<file path="config.mk">
export PLATFORM = sky130hd
export DESIGN_NAME = query_dispatcher
export DESIGN_NICKNAME = d
export VERILOG_FILES = /design/src/rtl/query_dispatcher.sv
export SDC_FILE = /design/constraint.sdc
export NUM_CORES = 1
export LEC_CHECK = 0
export ABC_AREA = 1
export CELL_PAD_IN_SITES_DETAIL_PLACEMENT = 0
export CELL_PAD_IN_SITES_GLOBAL_PLACEMENT = 1
export CORE_AREA = 2 2 196 198
export CTS_CLUSTER_DIAMETER = 30
export CTS_CLUSTER_SIZE = 8
export DETAILED_ROUTE_END_ITERATION = 8
export DIE_AREA = 0 0 198 200
export PLACE_DENSITY = 0.74
export SLEW_MARGIN = 15
export SYNTH_ARGS = -nofsm -noshare
export SYNTH_HDL_FRONTEND = slang
export SYNTH_SLANG_ARGS = --single-unit
</file>
<file path="constraint.sdc">
create_clock -name clk -period 1.9 [get_ports clk]
set_input_delay 0.38 -clock clk [delete_from_list [all_inputs] [get_ports clk]]
set_output_delay 0.38 -clock clk [all_outputs]
set_load 0.02 [all_outputs]
</file>
<file path="src/rtl/query_dispatcher.sv">
// query_dispatcher: fans one parsed query stream out to NUM_ENGINES
// Smith-Waterman engines. A query header is latched, an idle engine is
// chosen by arbitration, and the header plus all of its query blocks are
// steered to that engine.
module query_dispatcher #(
  parameter int unsigned NUM_ENGINES = 4,
  parameter int unsigned NUM_PES     = 64,
  parameter int unsigned ARB_MODE    = 0,
  localparam int unsigned SEL_W      = $clog2(NUM_ENGINES)
) (
  input  logic                     clk,
  input  logic                     rst,
  // upstream query header
  input  logic [24:0]              ref_length_in,
  input  logic [24:0]              ref_addr_in,
  input  logic [15:0]              num_query_blocks_in,
  input  logic [15:0]              query_id_in,
  input  logic [31:0]              cell_score_threshold_in,
  input  logic                     query_info_valid_in,
  output logic                     query_info_rdy_out,
  // upstream query blocks
  input  logic [2*NUM_PES-1:0]     query_seq_block_in,
  input  logic                     query_seq_block_valid_in,
  output logic                     query_seq_block_rdy_out,
  // engine-side header
  output logic [24:0]              eng_ref_length_out,
  output logic [24:0]              eng_ref_addr_out,
  output logic [15:0]              eng_num_query_blocks_out,
  output logic [15:0]              eng_query_id_out,
  output logic [31:0]              eng_cell_score_thr_out,
  output logic [NUM_ENGINES-1:0]   eng_query_info_valid_out,
  input  logic [NUM_ENGINES-1:0]   eng_query_info_rdy_in,
  // engine-side blocks
  output logic [2*NUM_PES-1:0]     eng_query_seq_block_out,
  output logic [NUM_ENGINES-1:0]   eng_query_seq_block_valid_out,
  input  logic [NUM_ENGINES-1:0]   eng_query_seq_block_rdy_in,
  // status
  output logic                     busy_out,
  output logic [SEL_W-1:0]         cur_engine_out
);

  typedef enum logic [1:0] {
    ST_IDLE,
    ST_ARB,
    ST_INFO,
    ST_BLOCKS
  } state_t;

  state_t                  state;
  logic [SEL_W-1:0]        sel;
  logic [SEL_W-1:0]        last_grant;
  logic [15:0]             num_blocks;
  logic [15:0]             cnt;

  logic                    arb_found;
  logic [SEL_W-1:0]        arb_pick;
  int unsigned             scan_idx;
  logic [NUM_ENGINES-1:0]  sel_onehot;
  logic                    blk_xfer;

  // Arbitration scan over idle engines: fixed priority (lowest index) or
  // round-robin starting one past the last grant.
  always_comb begin
    arb_found = 1'b0;
    arb_pick  = '0;
    scan_idx  = 0;
    if (ARB_MODE == 1) begin
      for (int unsigned i = 0; i < NUM_ENGINES; i++) begin
        if (!arb_found && eng_query_info_rdy_in[SEL_W'(i)]) begin
          arb_found = 1'b1;
          arb_pick  = SEL_W'(i);
        end
      end
    end else begin
      for (int unsigned i = 1; i <= NUM_ENGINES; i++) begin
        scan_idx = (32'(last_grant) + i) % NUM_ENGINES;
        if (!arb_found && eng_query_info_rdy_in[SEL_W'(scan_idx)]) begin
          arb_found = 1'b1;
          arb_pick  = SEL_W'(scan_idx);
        end
      end
    end
  end

  // Steering decode for the selected engine and block-transfer detect.
  always_comb begin
    sel_onehot = NUM_ENGINES'(1) << sel;
    blk_xfer   = (state == ST_BLOCKS) && query_seq_block_valid_in
                 && eng_query_seq_block_rdy_in[sel];
  end

  // Main dispatcher FSM: header latch, grant, header handoff, block count.
  always_ff @(posedge clk) begin
    if (rst) begin
      state                    <= ST_IDLE;
      sel                      <= '0;
      last_grant               <= SEL_W'(NUM_ENGINES - 1);
      num_blocks               <= '0;
      cnt                      <= '0;
      eng_ref_length_out       <= '0;
      eng_ref_addr_out         <= '0;
      eng_num_query_blocks_out <= '0;
      eng_query_id_out         <= '0;
      eng_cell_score_thr_out   <= '0;
    end else begin
      case (state)
        ST_IDLE: begin
          if (query_info_valid_in) begin
            eng_ref_length_out       <= ref_length_in;
            eng_ref_addr_out         <= ref_addr_in;
            eng_num_query_blocks_out <= num_query_blocks_in;
            eng_query_id_out         <= query_id_in;
            eng_cell_score_thr_out   <= cell_score_threshold_in;
            num_blocks               <= num_query_blocks_in;
            state                    <= ST_ARB;
          end
        end
        ST_ARB: begin
          if (arb_found) begin
            sel        <= arb_pick;
            last_grant <= arb_pick;
            state      <= ST_INFO;
          end
        end
        ST_INFO: begin
          // Waits on the granted engine only; a dropped ready is not re-arbitrated.
          if (eng_query_info_rdy_in[sel]) begin
            cnt   <= '0;
            state <= (num_blocks == 16'd0) ? ST_IDLE : ST_BLOCKS;
          end
        end
        ST_BLOCKS: begin
          // Compare against num_blocks-1 so cnt never has to reach 65535.
          if (blk_xfer) begin
            if (cnt == num_blocks - 16'd1) begin
              cnt   <= '0;
              state <= ST_IDLE;
            end else begin
              cnt <= cnt + 16'd1;
            end
          end
        end
        default: state <= ST_IDLE;
      endcase
    end
  end

  // Handshake pass-through and status, all gated by the current state.
  always_comb begin
    query_info_rdy_out            = (state == ST_IDLE) && query_info_valid_in;
    eng_query_info_valid_out      = (state == ST_INFO) ? sel_onehot : '0;
    eng_query_seq_block_valid_out = (state == ST_BLOCKS && query_seq_block_valid_in)
                                    ? sel_onehot : '0;
    query_seq_block_rdy_out       = (state == ST_BLOCKS) && eng_query_seq_block_rdy_in[sel];
    eng_query_seq_block_out       = (state == ST_BLOCKS) ? query_seq_block_in : '0;
    busy_out                      = (state != ST_IDLE);
    cur_engine_out                = sel;
  end

endmodule
</file>
==> qor.yml <==
synth:
  synth_ff_type: "dfxtp_1"
  synth_warnings: 0
  syn_inst: 1116
  synth-edff-count: 0
  synthArstFlopShare: 0
  syn_avg_cell_area_um2: 6.259
  syn_area_um2: 6985
  synth.yosys.seq_area_share: 0.3898
  synth_seq_cells: 136
  syn_nets: 1373
  synthDistinctLibCells: 34
clock_network:
  cts_tree: "built"
  clockBufferDepth: 2
  cts_root_buf: "clkbuf_16"
  clk_pin_slew_ns: 0.07
  cts_sinks: 136
  cts_buffers: 17
  holdBufCountCts: 0
  cts_max_level: 4
  insertion_delay_ns: 0.43
grt:
  grt_pass1_wl_um: 51870
  overflow: 0
  grt_usage: 0.1755
  grt_use_met1: 0.2403
  grtUsageMet3: 0.06468
  grt_util_met2: 0.2590
  antenna_found_initial: 10
  grt_pass1_vias: 8542
  grt_max_degree: 55
  grt.busiest_layer: "met2"
floorplan:
  core_area_um2: 37400
  dieArea_um2: 39600
  initial_utilization: 0.1868
  die_h_um: 200
  rows: 71
  die_w_um: 198
  ios: 509
worst_setup_path:
  reg2reg_to: "cnt[10]"
  endpoint_kind: "output port"
  critPathArrivalTime_ns: 1.54
  critPathLaunchType: "register"
  setup.worst_path.end: "eng_query_seq_block_out[95]"
  r2r_cells: 15
  critical_path.max_fanout: 8
  r2r_start: "num_blocks[6]"
  startpoint: "state[1]"
  reg2reg_setup_slack_ns: 0.03
  critPathKind: "reg2out"
  required_ns: 1.52
sta:
  rsz0062_at_grt: "true"
  relSlewSlack: 0.7515
  setup_viol: 2
  skew_ns: 0.01100
  fin_crit_ns: 1.922
  period_share: 1.012
  fin_tns_setup_ns: -0.04194
  tightest_slew_ns: 0.3679
  maxSlewViolCount: 0
  whs_ns: 0.4763
  timing.final.ws_setup_ns: -0.02193
  fmax_mhz: 520.3
  hold_violations: 0
pwr:
  peakVddDrop_mv: 0.6419
  p_leak_nw: 6.683
  p_per_area_nw_per_um2: 1155
finish:
  final_common_cell: "clkdlybuf4s50_1"
  layout_common_cells: "clkdlybuf4s50_1 (354), nor2_1 (287), inv_1 (172)"
  fin_area_um2: 14780
  fin_util: 0.3952
  drive_gt1_frac: 0.2592
  area_growth_pct: 111.6
  n_fill_cell: 3889
  multi_input_area_um2: 3988
  regArea_um2: 2749
  finalNetCount: 1961
routing:
  vias_per_cell: 4.068
  ant_nets: 0
  drc: 0
  wirelength_um: 37510
  first_pass_iters: 5
  num_vias: 9067
  drtIter0Drc: 510
  wire_per_inst_um: 16.83
min_path:
  hp-class: "reg2reg"
outcome:
  violations: "setup timing"
  status: "complete, but fails checks"
placed_design:
  port_buffers: 508
  dpl_cell_area_um2: 13410
  hpwl_um: 29730
  routabilityCongestion: 0.8756
  place_ws_ns: -0.3103
job:
  drv_cap: 0
-- metal layers --
metal | wire length (um) | up-vias
li1 | - | 4559
met1 | 17030 | 4112
met2 | 16410 | 321
met3 | 3250 | 57
met4 | 712 | 18
met5 | 119 | -
-- worst min path at each step --
stage                                     from                          to  slack, ns  cells past startpoint
finish                     eng_ref_addr_out[0]         eng_ref_addr_out[0]       0.48                      2
CTS                     eng_ref_length_out[15]      eng_ref_length_out[15]       0.48                      2
floorplan                                  rst                      cnt[0]       0.45                      1
global placement    eng_cell_score_thr_out[26]  eng_cell_score_thr_out[26]       0.46                      2
global route            eng_ref_length_out[11]      eng_ref_length_out[11]       0.50                      2
detailed placement      eng_ref_length_out[15]      eng_ref_length_out[15]       0.47                      2
-- cell families after synthesis --
kind of cell             share of synthesized area
AND/OR/NAND/NOR                             0.3283
buffers and inverters                       0.1297
AO/OA/AOI/OAI                               0.1154
flip-flops                                  0.3898
XOR/XNOR                                   0.03009
adder cells (fa/ha/maj)                   0.005374
multiplexers                              0.001433
-- cell usage after synthesis (2+ instances only) --
library cell | instances | area [um2]
nor2_1 | 383 | 1438
inv_1 | 174 | 653.1
dfxtp_1 | 136 | 2723
o21ai_0 | 124 | 620.6
nand2_1 | 90 | 337.8
clkbuf_1 | 44 | 165.2
nand3_1 | 31 | 155.2
a21oi_1 | 25 | 125.1
nor2_2 | 18 | 112.6
xnor2_1 | 12 | 105.1
xor2_1 | 12 | 105.1
nand3b_1 | 8 | 60.06
nand4_1 | 8 | 50.05
nand2_2 | 7 | 43.79
o21ai_1 | 6 | 30.03
buf_1 | 5 | 18.77
inv_2 | 5 | 18.77
buf_2 | 4 | 20.02
ha_1 | 3 | 37.54
nor3_1 | 3 | 15.01
and2_1 | 2 | 12.51
buf_4 | 2 | 15.01
nor2_4 | 2 | 22.52
nor4_1 | 2 | 12.51
-- layout make-up --
type,instances,area share
multi-input combinational,744,0.2698
sequential,136,0.1860
tap,511,0.04325
timing repair buffer,625,0.4135
inverter,180,0.04639
antenna,1,0.0001693
clock buffer,21,0.03115
clock inverter,11,0.009819
-- critical path: stages (launching register included) --
cell,delay (ns)
dfxtp_4,0.38
nand2_8,0.11
buf_12,0.18
buf_12,0.16
nor2_4,0.14
buf_6,0.14
-- report_power, final --
group | switching [W] | internal (W)
sequential | 0.000572 | 0.00364
combinational | 0.00507 | 0.00431
clock | 0.00135 | 0.00214
-- registers in the layout, indices dropped and copies added, names as in the netlist --
| signal | cells |
|---|---|
| eng_cell_score_thr_out | 32 |
| eng_ref_addr_out | 25 |
| eng_ref_length_out | 25 |
| cnt | 16 |
| eng_query_id_out | 16 |
| num_blocks | 16 |
| cur_engine_out | 2 |
| last_grant | 2 |
| state | 2 |
-- per-stage QoR --
step | power [W] | cells
final | 0.01707 | 2229
after global routing | 0.01820 | 2228
after CTS | 0.01640 | 2216
after detailed placement | 0.01293 | 2183
after global placement | 0.01287 | 2183
after floorplan | 0.008377 | 1116
-- timing repair --
action                                  in CTS  in global routing
pin swaps                                    7                 11
buffers inserted                             3                  6
resized for setup                          498                384
endpoints found under the setup margin     160                126
cloned                                       0                  6
Note: power is estimated with default switching activity, not from simulation.
